$ cat src/rtl/cardinal_nic_deep_pkg.sv
// cardinal_nic_deep_pkg: shared address codes, status bit offsets and sizing helper for the Cardinal NIC
package cardinal_nic_deep_pkg;

    typedef enum logic [1:0] {
        NIC_ADDR_IN_DATA  = 2'b00,
        NIC_ADDR_IN_STAT  = 2'b01,
        NIC_ADDR_OUT_DATA = 2'b10,
        NIC_ADDR_OUT_STAT = 2'b11
    } nic_addr_e;

    // Status bit positions, counted down from the packet MSB.
    localparam int STAT_VALID_BIT = 1;
    localparam int STAT_OVF_BIT   = 2;

    // Occupancy counters must hold 0..depth inclusive.
    function automatic int cnt_width(input int depth);
        return $clog2(depth) + 1;
    endfunction

endpackage

$ cat src/rtl/cardinal_nic_deep_if.sv
// cardinal_nic_deep_if: processor and router channel signals of the Cardinal NIC
interface cardinal_nic_deep_if #(parameter int PACKET_SIZE = 64);

    logic                   nicEn;
    logic                   nicWrEn;
    logic [1:0]             addr;
    logic [PACKET_SIZE-1:0] d_in;
    logic [PACKET_SIZE-1:0] d_out;
    logic                   net_si;
    logic                   net_ri;
    logic [PACKET_SIZE-1:0] net_di;
    logic                   net_so;
    logic                   net_ro;
    logic [PACKET_SIZE-1:0] net_do;
    logic                   net_polarity;

    modport master (
        output nicEn, nicWrEn, addr, d_in, net_si, net_di, net_ro, net_polarity,
        input  d_out, net_ri, net_so, net_do
    );

    modport slave (
        input  nicEn, nicWrEn, addr, d_in, net_si, net_di, net_ro, net_polarity,
        output d_out, net_ri, net_so, net_do
    );

endinterface

$ cat src/rtl/cardinal_nic_fifo.sv
// cardinal_nic_fifo: first-word-fall-through FIFO; full refuses pushes, empty refuses pops
module cardinal_nic_fifo
    import cardinal_nic_deep_pkg::*;
#(
    parameter  int WIDTH = 64,
    parameter  int DEPTH = 4,
    localparam int CNT_W = cnt_width(DEPTH),
    localparam int PTR_W = $clog2(DEPTH)
) (
    input  logic             clk,
    input  logic             reset,
    input  logic             push,
    input  logic             pop,
    input  logic [WIDTH-1:0] din,
    output logic [WIDTH-1:0] head,
    output logic [CNT_W-1:0] count,
    output logic             full,
    output logic             empty
);

    logic [WIDTH-1:0] mem [DEPTH];
    logic [PTR_W-1:0] wr_ptr;
    logic [PTR_W-1:0] rd_ptr;
    logic             do_push;
    logic             do_pop;

    assign full    = count == CNT_W'(DEPTH);
    assign empty   = count == '0;
    assign do_push = push & ~full;
    assign do_pop  = pop & ~empty;
    assign head    = mem[rd_ptr];

    // Storage is never reset; stale entries are unreachable once the count is cleared.
    always_ff @(posedge clk)
        if (do_push) mem[wr_ptr] <= din;

    // Pointers wrap naturally because DEPTH is a power of two.
    always_ff @(posedge clk or posedge reset)
        if (reset) begin
            wr_ptr <= '0;
            rd_ptr <= '0;
            count  <= '0;
        end else begin
            wr_ptr <= wr_ptr + PTR_W'(do_push);
            rd_ptr <= rd_ptr + PTR_W'(do_pop);
            count  <= count + CNT_W'(do_push) - CNT_W'(do_pop);
        end

endmodule

$ cat src/rtl/cardinal_nic_deep.sv
// cardinal_nic_deep: processor-to-ring bridge with deep FIFOs, status words, sticky overflow and VC gating
module cardinal_nic_deep
    import cardinal_nic_deep_pkg::*;
#(
    parameter int PACKET_SIZE = 64,
    parameter int DEPTH       = 4,
    parameter int VC_BIT      = 0
) (
    input logic                  clk,
    input logic                  reset,
    cardinal_nic_deep_if.slave   bus
);

    localparam int CNT_W = cnt_width(DEPTH);

    logic                   rd;
    logic                   wr;
    logic                   in_full;
    logic                   in_empty;
    logic                   out_full;
    logic                   out_empty;
    logic                   in_ovf;
    logic                   out_ovf;
    logic [CNT_W-1:0]       in_count;
    logic [CNT_W-1:0]       out_count;
    logic [PACKET_SIZE-1:0] in_head;
    logic [PACKET_SIZE-1:0] out_head;
    logic [PACKET_SIZE-1:0] in_stat;
    logic [PACKET_SIZE-1:0] out_stat;

    assign rd = bus.nicEn & ~bus.nicWrEn;
    assign wr = bus.nicEn & bus.nicWrEn;

    assign bus.net_ri = ~in_full;
    assign bus.net_so = ~out_empty & bus.net_ro & (out_head[VC_BIT] != bus.net_polarity);
    assign bus.net_do = bus.net_so ? out_head : '0;

    cardinal_nic_fifo #(.WIDTH(PACKET_SIZE), .DEPTH(DEPTH)) u_in_fifo (
        .clk   (clk),
        .reset (reset),
        .push  (bus.net_si),
        .pop   (rd & (bus.addr == NIC_ADDR_IN_DATA)),
        .din   (bus.net_di),
        .head  (in_head),
        .count (in_count),
        .full  (in_full),
        .empty (in_empty)
    );

    cardinal_nic_fifo #(.WIDTH(PACKET_SIZE), .DEPTH(DEPTH)) u_out_fifo (
        .clk   (clk),
        .reset (reset),
        .push  (wr & (bus.addr == NIC_ADDR_OUT_DATA)),
        .pop   (bus.net_so),
        .din   (bus.d_in),
        .head  (out_head),
        .count (out_count),
        .full  (out_full),
        .empty (out_empty)
    );

    // Sticky overflow flags: a drop in the same cycle as a clearing status read leaves the flag set.
    always_ff @(posedge clk or posedge reset)
        if (reset) begin
            in_ovf  <= 1'b0;
            out_ovf <= 1'b0;
        end else begin
            in_ovf  <= (bus.net_si & in_full) | (in_ovf & ~(rd & (bus.addr == NIC_ADDR_IN_STAT)));
            out_ovf <= (wr & (bus.addr == NIC_ADDR_OUT_DATA) & out_full) |
                       (out_ovf & ~(rd & (bus.addr == NIC_ADDR_OUT_STAT)));
        end

    // Status words: flag bits at the top, occupancy in the low bits, everything else zero.
    always_comb begin
        in_stat                              = '0;
        in_stat[PACKET_SIZE-STAT_VALID_BIT]  = ~in_empty;
        in_stat[PACKET_SIZE-STAT_OVF_BIT]    = in_ovf;
        in_stat[CNT_W-1:0]                   = in_count;
        out_stat                             = '0;
        out_stat[PACKET_SIZE-STAT_VALID_BIT] = out_full;
        out_stat[PACKET_SIZE-STAT_OVF_BIT]   = out_ovf;
        out_stat[CNT_W-1:0]                  = out_count;
    end

    // Processor read mux; an empty in-FIFO reads as zero rather than a stale entry.
    always_comb begin
        bus.d_out = !rd                            ? '0 :
                    bus.addr == NIC_ADDR_IN_DATA   ? (in_empty ? '0 : in_head) :
                    bus.addr == NIC_ADDR_IN_STAT   ? in_stat :
                    bus.addr == NIC_ADDR_OUT_STAT  ? out_stat : '0;
    end

endmodule

$ cat src/flat_wrapper.sv
// flat-port wrapper written by rule: the top's interface ports become plain ports
module cardinal_nic_deep_flat import cardinal_nic_deep_pkg::*;
#(
    parameter int PACKET_SIZE = 64,
    parameter int DEPTH       = 4,
    parameter int VC_BIT      = 0
)
  (clk, reset, bus_nicEn, bus_nicWrEn, bus_addr, bus_d_in, bus_net_si, bus_net_di, bus_net_ro, bus_net_polarity, bus_d_out, bus_net_ri, bus_net_so, bus_net_do);
  cardinal_nic_deep_if #(.PACKET_SIZE(PACKET_SIZE)) bus_i ();
  input logic clk;
  input logic reset;
  input wire logic [$bits(bus_i.nicEn)-1:0] bus_nicEn;
  input wire logic [$bits(bus_i.nicWrEn)-1:0] bus_nicWrEn;
  input wire logic [$bits(bus_i.addr)-1:0] bus_addr;
  input wire logic [$bits(bus_i.d_in)-1:0] bus_d_in;
  input wire logic [$bits(bus_i.net_si)-1:0] bus_net_si;
  input wire logic [$bits(bus_i.net_di)-1:0] bus_net_di;
  input wire logic [$bits(bus_i.net_ro)-1:0] bus_net_ro;
  input wire logic [$bits(bus_i.net_polarity)-1:0] bus_net_polarity;
  output wire logic [$bits(bus_i.d_out)-1:0] bus_d_out;
  output wire logic [$bits(bus_i.net_ri)-1:0] bus_net_ri;
  output wire logic [$bits(bus_i.net_so)-1:0] bus_net_so;
  output wire logic [$bits(bus_i.net_do)-1:0] bus_net_do;
  assign bus_i.nicEn = bus_nicEn;
  assign bus_i.nicWrEn = bus_nicWrEn;
  assign bus_i.addr = bus_addr;
  assign bus_i.d_in = bus_d_in;
  assign bus_i.net_si = bus_net_si;
  assign bus_i.net_di = bus_net_di;
  assign bus_i.net_ro = bus_net_ro;
  assign bus_i.net_polarity = bus_net_polarity;
  assign bus_d_out = bus_i.d_out;
  assign bus_net_ri = bus_i.net_ri;
  assign bus_net_so = bus_i.net_so;
  assign bus_net_do = bus_i.net_do;
  cardinal_nic_deep #(.PACKET_SIZE(PACKET_SIZE), .DEPTH(DEPTH), .VC_BIT(VC_BIT)) u_core (.clk(clk), .reset(reset), .bus(bus_i));
endmodule
$ cat config.mk
export PLATFORM = sky130hd
export DESIGN_NAME = cardinal_nic_deep_flat
export DESIGN_NICKNAME = d
export VERILOG_FILES = /design/src/rtl/cardinal_nic_deep_pkg.sv /design/src/rtl/cardinal_nic_deep_if.sv /design/src/rtl/cardinal_nic_fifo.sv /design/src/rtl/cardinal_nic_deep.sv /design/src/flat_wrapper.sv
export SDC_FILE = /design/constraint.sdc
export NUM_CORES = 1
export LEC_CHECK = 0
export BUFFER_PORTS_ARGS = -buffer_cell sky130_fd_sc_hd__clkbuf_2
export CAP_MARGIN = 10
export CELL_PAD_IN_SITES_DETAIL_PLACEMENT = 0
export CELL_PAD_IN_SITES_GLOBAL_PLACEMENT = 2
export CORE_MARGIN = 4
export CORE_UTILIZATION = 44
export DETAILED_ROUTE_END_ITERATION = 6
export GPL_TIMING_DRIVEN = 0
export PLACE_DENSITY = 0.84
export SKIP_CTS_REPAIR_TIMING = 1
export SYNTH_ARGS = -nofsm -noshare
export SYNTH_HDL_FRONTEND = slang
export SYNTH_SLANG_ARGS = --single-unit
$ cat constraint.sdc
create_clock -name clk -period 8.3 [get_ports clk]
set_input_delay 0 -clock clk [delete_from_list [all_inputs] [get_ports clk]]
set_output_delay 0 -clock clk [all_outputs]
set_load 0.01 [all_outputs]
==> results of run 1 <==
==> worst max-delay path: cells and delay by family, from the launching register on <==
| kind | cells | cell delay, ns |
|---|---|---|
| and+or+nand+nor | 3 | 0.94 |
| xor gates and xnor gates | 2 | 0.31 |
| buffers and inverters | 3 | 0.54 |
| DFF | 1 | 0.42 |
| adders and majority gates | 3 | 0.72 |
==> flip-flops by register name (all words and copies together) (netlist names) <==
register / cells
u_core.in_ovf: 1
u_core.out_ovf: 1
u_core.u_in_fifo.count: 3
u_core.u_in_fifo.mem: 256
u_core.u_in_fifo.rd_ptr: 2
u_core.u_in_fifo.wr_ptr: 2
u_core.u_out_fifo.count: 3
u_core.u_out_fifo.mem: 256
u_core.u_out_fifo.rd_ptr: 2
u_core.u_out_fifo.wr_ptr: 2
==> Yosys cell counts, drive strengths merged <==
cell / instances
a211oi: 2
a21oi: 3
a221oi: 1
a22oi: 1
a31oi: 2
a32o: 1
a41oi: 1
and2: 1
and3: 61
and3b: 1
buf: 19
clkbuf: 30
dfrtp: 16
edfxtp: 512
fa: 2
ha: 6
inv: 12
mux2: 1
mux4: 128
nand2: 6
nand2b: 1
nand3: 2
nor2: 3
nor2b: 64
nor3: 4
nor3b: 6
nor4b: 1
o211ai: 1
o21ai: 3
o31ai: 1
o32a: 1
or2: 1
or3: 2
xnor2: 8
xor2: 4
==> final timing paths <==
kind | to | start | slack, ns
setup / recovery | u_core.u_in_fifo.count[2] | u_core.u_in_fifo.count[2] | 5.28
hold / removal | u_core.u_out_fifo.count[0] | bus_addr[0] | -0.0004
setup reg to reg | u_core.u_in_fifo.count[2] | u_core.u_in_fifo.count[2] | 5.28
hold reg to reg | u_core.u_in_fifo.rd_ptr[0] | u_core.u_in_fifo.rd_ptr[0] | 0.51
max in group asynchronous | u_core.u_out_fifo.rd_ptr[0] | reset | 7.75
min in group asynchronous | u_core.u_out_fifo.count[2] | reset | 0.09
==> cell type report <==
class	count	area, um2
sequential	528	15780
inverter	12	45.04
fill	3451	19470
tap	600	750.7
buffer	49	212.7
multi-input combinational	319	4224
timing repair buffer	435	3163
clock buffer	71	1436
antenna	2	5.005
clock inverter	28	297.8
==> cells by family (layout without fill, tap and decap cells) <==
| family | Yosys count | in the layout |
|---|---|---|
| other | 0 | 2 |
| adders and majority gates | 8 | 8 |
| buffers and inverters | 61 | 595 |
| and+or+nand+nor | 153 | 153 |
| muxes | 129 | 129 |
| AOI/OAI and AO/OA | 17 | 17 |
| xor gates and xnor gates | 12 | 12 |
| DFF | 528 | 528 |
==> power by group through the flow <==
stage,combinational (W),sequential (W),clock [W]
2_1_floorplan,0.00131,0.00344,0
5_1_grt,0.00214,0.00340,0.00254
4_1_cts,0.00196,0.00338,0.00242
6_report,0.00196,0.00338,0.00236
3_3_place_gp,0.00183,0.00349,0
3_5_place_dp,0.00195,0.00343,0
==> layer usage <==
layer	vias to the layer above	share of wire [%]
li1	4741	-
met1	5498	40
met2	356	50
met3	71	8.1
met4	10	1.9
met5	-	0.19
==> cells in the final DEF, fill, tap and decap left out, drive strengths merged, types with 3 or more instances in the layout <==
| cell | count |
|---|---|
| nor3 | 4 |
| and3 | 61 |
| nor2b | 64 |
| buf | 54 |
| inv | 15 |
| dlygate4sd3 | 134 |
| a21oi | 3 |
| edfxtp | 512 |
| dfrtp | 16 |
| nand2 | 6 |
| mux4 | 128 |
| xnor2 | 8 |
| clkinvlp | 3 |
| nor2 | 3 |
| ha | 6 |
| o21ai | 3 |
| nor3b | 6 |
| clkinv | 16 |
| bufinv | 6 |
| clkbuf | 367 |
| xor2 | 4 |
==> stage by stage <==
| step | cells | util, % | hold slack [ns] | cell area, um2 |
|---|---|---|---|---|
| floorplan | 908 | - | -0.08626 | 20220 |
| global placement | 1774 | 49.13 | 0.1130 | 22300 |
| detailed placement | 1809 | 50.31 | 0.1408 | 22830 |
| CTS | 1908 | 54.13 | -0.5018 | 24560 |
| global route | 2043 | 57.09 | 0.01765 | 25910 |
| finish | 2044 | 57.09 | -0.0004012 | 25910 |
==> impl_metrics.env, run 1 <==
export IMPL_grt_ovfl_total=0
export IMPL_clkTransAtPathRegs_ns=0.06
export IMPL_pre_cts_slack_ns=5.212
export IMPL_port_buffers=266
export IMPL_htreeDepth=2
export IMPL_grt_max_degree=52
export IMPL_synth_compound_area_share_pct=0.5818
export IMPL_synthMuxAreaShare_pct=14.32
export IMPL_syn_inst=908
export IMPL_cp_data_required_time_ns=8.79
export IMPL_cts_buffers=53
export IMPL_yosysTopAreaCell="edfxtp_1"
export IMPL_ctsLongestPathBuffers=3
export IMPL_num_rows=78
export IMPL_routabilityCongestion=0.7360
export IMPL_initial_core_util_pct=44.55
export IMPL_clock_sinks=528
export IMPL_seq_power_share_pct=43.9
export IMPL_synth_area_um2=20220
export IMPL_synth_simple_area_share_pct=4.704
export IMPL_die_w_um=222.3
export IMPL_ys_seq_area_share_pct=78.03
export IMPL_grt_util_met3_pct=6.328
export IMPL_clk_latency_ns=0.58
export IMPL_grt_usage_pct=16.94
export IMPL_cp_start_kind="register"
export IMPL_fin_crit_sh_pct=36.39
export IMPL_p_int_w=0.005668
export IMPL_peakVddDrop_uv=281.7
export IMPL_wl_um=43130
export IMPL_antenna_found_initial=7
export IMPL_grt_pass1_vias=10740
export IMPL_core_area_um2=45380
export IMPL_synth_fa_ha_area_share_pct=0.5694
export IMPL_nNetsFinal=1543
export IMPL_post_route_min_period_ns=3.020
export IMPL_cp_max_fo=10
export IMPL_wl_per_cell_um=21.10
export IMPL_ys_types=37
export IMPL_hp_class="input port to register"
export IMPL_grt_setup_unrepaired="false"
export IMPL_die_area_um2=49440
export IMPL_grt_use_met2_pct=27.76
export IMPL_viasPerCell=5.223
export IMPL_slew_headroom_pct=46.71
export IMPL_avgSynthCellArea_um2=22.26
export IMPL_clkPwrFrac_pct=30.7
export IMPL_syn2layout_area_growth_pct=28.17
export IMPL_p_leak_nw=9.281
export IMPL_rr_worst_depth=11
export IMPL_synth_seq_cells=528
export IMPL_top_usage_layer="met2"
export IMPL_min_delay_path_depth=4
export IMPL_max_freq_mhz=331.1
export IMPL_ys_top_cells_by_area="edfxtp_1, mux4_2, dfrtp_1, nor2b_1, and3_1"
export IMPL_cp_end_kind="register"
export IMPL_power_switching_w=0.002030
export IMPL_root_buffer="clkbuf_16"
export IMPL_slew_viol_final=0
export IMPL_vias=10680
export IMPL_hold_viol=1
export IMPL_finalSetupViolations=0
export IMPL_setup_tns_ns=0
export IMPL_finClkSkew_ns=0.01966
export IMPL_crit_chain="or3_1 > nor3b_2 > clkbuf_1 > nand2_1 > inv_1 > ha_1 > inv_1 > ha_1 > fa_1 > xnor2_1 > xnor2_1"
export IMPL_drtAntennaViolNets=0
export IMPL_p_comb_share_pct=25.4
export IMPL_power_density_nw_per_um2=297.1
export IMPL_ys_warn_count=0
export IMPL_first_iter_violations=604
export IMPL_grtUsageMet1_pct=21.61
export IMPL_die_h_um=222.3
export IMPL_synth_top_area_share_pct=76.05
export IMPL_p_total_w=0.007698
export IMPL_first_pass_iters=7
export IMPL_cts_tree="done"
export IMPL_max_cap_violations=0
export IMPL_worstSetupPathType="register to register"
export IMPL_hpwl_um=28380
export IMPL_cp_data_arrival_time_ns=3.51
export IMPL_setup_slack_ns=5.280
export IMPL_outcome="complete, but fails checks"
export IMPL_pin_count=267
export IMPL_violations="negative hold slack"
export IMPL_grt_pass1_wl_um=64490
export IMPL_switching_share_pct=26.37
export IMPL_synth_top_family_by_area="multiplexers"
export IMPL_tightest_slew_ns=0.7976
export IMPL_synth_xor_area_share_pct=0.5199
export IMPL_route_detailed_drc=0
export IMPL_max_stage_delay_ns=0.65
export IMPL_drive_gt1_share_pct=36.96
export IMPL_synth_nets=1053
export IMPL_holdWs_ns=-0.0004012
export IMPL_critical_path_slowest_cell="nor3b_2"
No activity file was read; power rests on OpenSTA's default activity.
==> inputs of run 2 (changes only) <==
- ABC_AREA: not set -> 1
- CORE_UTILIZATION: 44 -> 36
- PLACE_DENSITY: 0.84 -> 0.81
- clock period: 8.3 -> 2.6 ns (I/O delays scaled with it)
==> run 2 against run 1 <==
The flow now finishes without violations. Clock power grew to 3.3 times the previous value. Via count grew 33%. Hold slack gained 0.092 ns. Non-clock buffer count grew 60. Total power grew to 3.5 times the previous value. Flip-flop and latch count is the same. First-iteration DRC count grew 52%. Area after synthesis grew 2.5%. Sequential power grew to 3.2 times the previous value. Combinational power grew to 4.3 times the previous value. Critical path type is now register to output port. Largest power group unchanged.
==> impl_metrics.env, run 2 <==
export IMPL_ys_top_cells_by_count="edfxtp_1, nor2_1, o21ai_0"
export IMPL_fillCellCount=4990
export IMPL_tightest_slew_ns=0.8899
export IMPL_vias=14170
export IMPL_slew_viol_final=0
export IMPL_finalSetupViolations=0
export IMPL_cp_common_cell="clkbuf_2"
export IMPL_route_detailed_drc=0
export IMPL_dpl_cell_area_um2=24000
export IMPL_finClkSkew_ns=0.01868
export IMPL_hp_class="input port to asynchronous set/reset pin"
export IMPL_ys_seq_area_share_pct=76.10
export IMPL_root_buffer="clkbuf_16"
export IMPL_pin_count=267
export IMPL_path_depth=6
export IMPL_r2r_slack_ns=0.15
export IMPL_viasPerCell=4.835
export IMPL_cts_buffers=56
export IMPL_wl_um=56290
export IMPL_crit_buf_inv=4
export IMPL_grt_pass1_wl_um=82070
export IMPL_post_route_min_period_ns=2.475
export IMPL_first_pass_iters=7
export IMPL_cp_data_arrival_time_ns=2.48
export IMPL_cp_data_required_time_ns=2.60
export IMPL_grt_ovfl_total=0
export IMPL_nNetsFinal=2271
export IMPL_r2r_start="u_core.u_out_fifo.rd_ptr[0]"
export IMPL_grt_pass1_vias=13550
export IMPL_ys_types=28
export IMPL_grt_setup_unrepaired="true"
export IMPL_yosysTopAreaCell="edfxtp_1"
export IMPL_clk_latency_ns=0.59
export IMPL_die_area_um2=61480
export IMPL_p_leak_nw=10.02
export IMPL_max_cap_violations=0
export IMPL_r2r_end="u_core.u_out_fifo.count[2]"
export IMPL_synth_main_ff_cell="edfxtp_1"
export IMPL_syn_inst=1623
export IMPL_yosysMostFrequentCell="edfxtp_1"
export IMPL_initial_core_util_pct=36.55
export IMPL_fin_crit_sh_pct=95.20
export IMPL_antenna_found_initial=5
export IMPL_first_iter_violations=920
export IMPL_holdWs_ns=0.09200
export IMPL_synth_area_um2=20730
export IMPL_synth_top_area_share_pct=74.17
export IMPL_hold_viol=0
export IMPL_cts_tree="done"
export IMPL_syn2layout_area_growth_pct=32.20
export IMPL_setup_slack_ns=0.1248
export IMPL_hpwl_um=37430
export IMPL_cp_top_family="buffers and inverters"
export IMPL_grt_max_degree=18
export IMPL_synth_seq_cells=528
export IMPL_clock_sinks=528
export IMPL_drive_gt1_share_pct=24.46
export IMPL_wl_per_cell_um=19.21
export IMPL_cp_start_kind="register"
export IMPL_die_w_um=248.0
export IMPL_port_buffers=265
export IMPL_ctsLongestPathBuffers=3
export IMPL_synth_edf_count=512
export IMPL_ys_top_cells_by_area="edfxtp_1, nor2_1, o21ai_0, a21oi_1, dfrtp_1"
export IMPL_num_rows=87
export IMPL_worstSetupPathType="register to output port"
export IMPL_synth_async_reset_ratio_pct=3.030
export IMPL_critical_path_slowest_cell="clkbuf_1"
export IMPL_crit_end="bus_d_out[44]"
export IMPL_p_total_w=0.02712
export IMPL_rr_worst_depth=16
export IMPL_peakVddDrop_uv=631.4
export IMPL_max_freq_mhz=404.0
export IMPL_grt_usage_pct=17.56
export IMPL_slew_headroom_pct=40.48
export IMPL_pre_cts_slack_ns=-0.5826
export IMPL_avgSynthCellArea_um2=12.77
export IMPL_outcome="completed"
export IMPL_core_area_um2=56710
export IMPL_routabilityCongestion=0.7598
export IMPL_max_stage_delay_ns=0.46
export IMPL_drtAntennaViolNets=0
export IMPL_ys_warn_count=0
export IMPL_clkTransAtPathRegs_ns=0.06
export IMPL_final_common_cell="edfxtp_1"
export IMPL_largest_registers="u_core.u_in_fifo.mem (256), u_core.u_out_fifo.mem (256)"
export IMPL_design_area_um2=27400
export IMPL_power_density_nw_per_um2=989.7
export IMPL_cp_end_kind="output port"
export IMPL_crit_chain="inv_2 > clkbuf_2 > clkbuf_1 > o21ai_0 > a21oi_2 > clkbuf_2"
export IMPL_layout_common_cells="edfxtp_1, nor2_1, clkbuf_2"
export IMPL_cp_max_fo=10
export IMPL_critPathLaunch="u_core.u_in_fifo.rd_ptr[0]"
export IMPL_htreeDepth=2
export IMPL_fin_util_pct=48.32
export IMPL_synth_nets=1768
export IMPL_die_h_um=248.0
==> run 2: changes by cell type in the layout (fill, tap and decap cells not counted), sizes merged, moves of 26 or more <==
cell    before  now
a21oi        3  124
buf         54   81
mux4       128    0
clkbuf     367  393
nor2         3  499
nor2b       64    0
nand2        6   38
o21ai        3  257
and3        61    0
==> run 2: where the power goes <==
group	total, W	internal (W)	switching, W	leakage, nW
logic	0.00847	0.00280	0.00567	4.29
registers	0.0108	0.0105	0.000325	4.84
clock network	0.00786	0.00461	0.00325	0.887
total	0.0271	0.0179	0.00924	10.0
==> run 2: layout make-up <==
class / count / area, um2 / share of cell area (%)
flip-flops and latches: 528 / 15780 / 57.57
multi-input cells: 966 / 4582 / 16.72
repair buffers: 445 / 3643 / 13.30
clock buffers: 68 / 1466 / 5.351
well taps: 756 / 945.9 / 3.452
plain buffers: 99 / 516.7 / 1.886
clock inverters: 35 / 349.1 / 1.274
inverters: 30 / 112.6 / 0.4109
diodes: 4 / 10.01 / 0.03653
==> run 2: kinds of logic after synthesis <==
| family | count (synthesis) | synth area share [%] |
|---|---|---|
| XOR/XNOR | 6 | 0.2535 |
| flip-flops | 528 | 76.10 |
| buffers and inverters | 129 | 2.686 |
| AND/OR/NAND/NOR | 565 | 10.44 |
| adder cells (fa/ha/maj) | 8 | 0.5553 |
| AO/OA/AOI/OAI | 387 | 9.960 |
==> run 2: worst min path at each step <==
stage	endpoint	slack (ns)	depth (start not counted)
detailed placement	u_core.u_out_fifo.rd_ptr[1]	0.13	2
global route	u_core.u_out_fifo.mem[3][41]	0.14	2
global placement	u_core.u_out_fifo.rd_ptr[1]	0.12	2
floorplan	u_core.in_ovf	-0.09	1
finish	u_core.u_out_fifo.rd_ptr[1]	0.09	3
CTS	u_core.u_in_fifo.wr_ptr[0]	-0.51	2
==> run 2: routing by layer <==
| layer | up-vias | wire (um) | global-route usage, % |
|---|---|---|---|
| met1 | 6879 | 23750 | 23.06 |
| li1 | 6788 | - | - |
| met5 | - | 37 | 0 |
| met4 | 6 | 1337 | 5.226 |
| met3 | 91 | 4076 | 4.808 |
| met2 | 408 | 27090 | 28.72 |
==> run 2: per-stage QoR <==
stage          instances   TNS, ns
3_5_place_dp        2682    -1.096
3_3_place_gp        2644   -741.14
2_1_floorplan       1623    -37.40
5_1_grt             2929  -0.03587
6_report            2931         0
4_1_cts             2785    -13.62
==> run 2: worst register-to-register path, cell delays in order (launching register included) <==
cell and delay (ns):
dfrtp_1 0.37, buf_4 0.16, inv_2 0.08, buf_8 0.14, nand2_1 0.06, nand3_1 0.08
nand2_1 0.08, nand2_1 0.07, nand2_2 0.08, nand2_4 0.11, buf_12 0.14, inv_2 0.06
nand2_1 0.10, nand2_1 0.08, ha_1 0.20, fa_1 0.41, xnor2_1 0.13
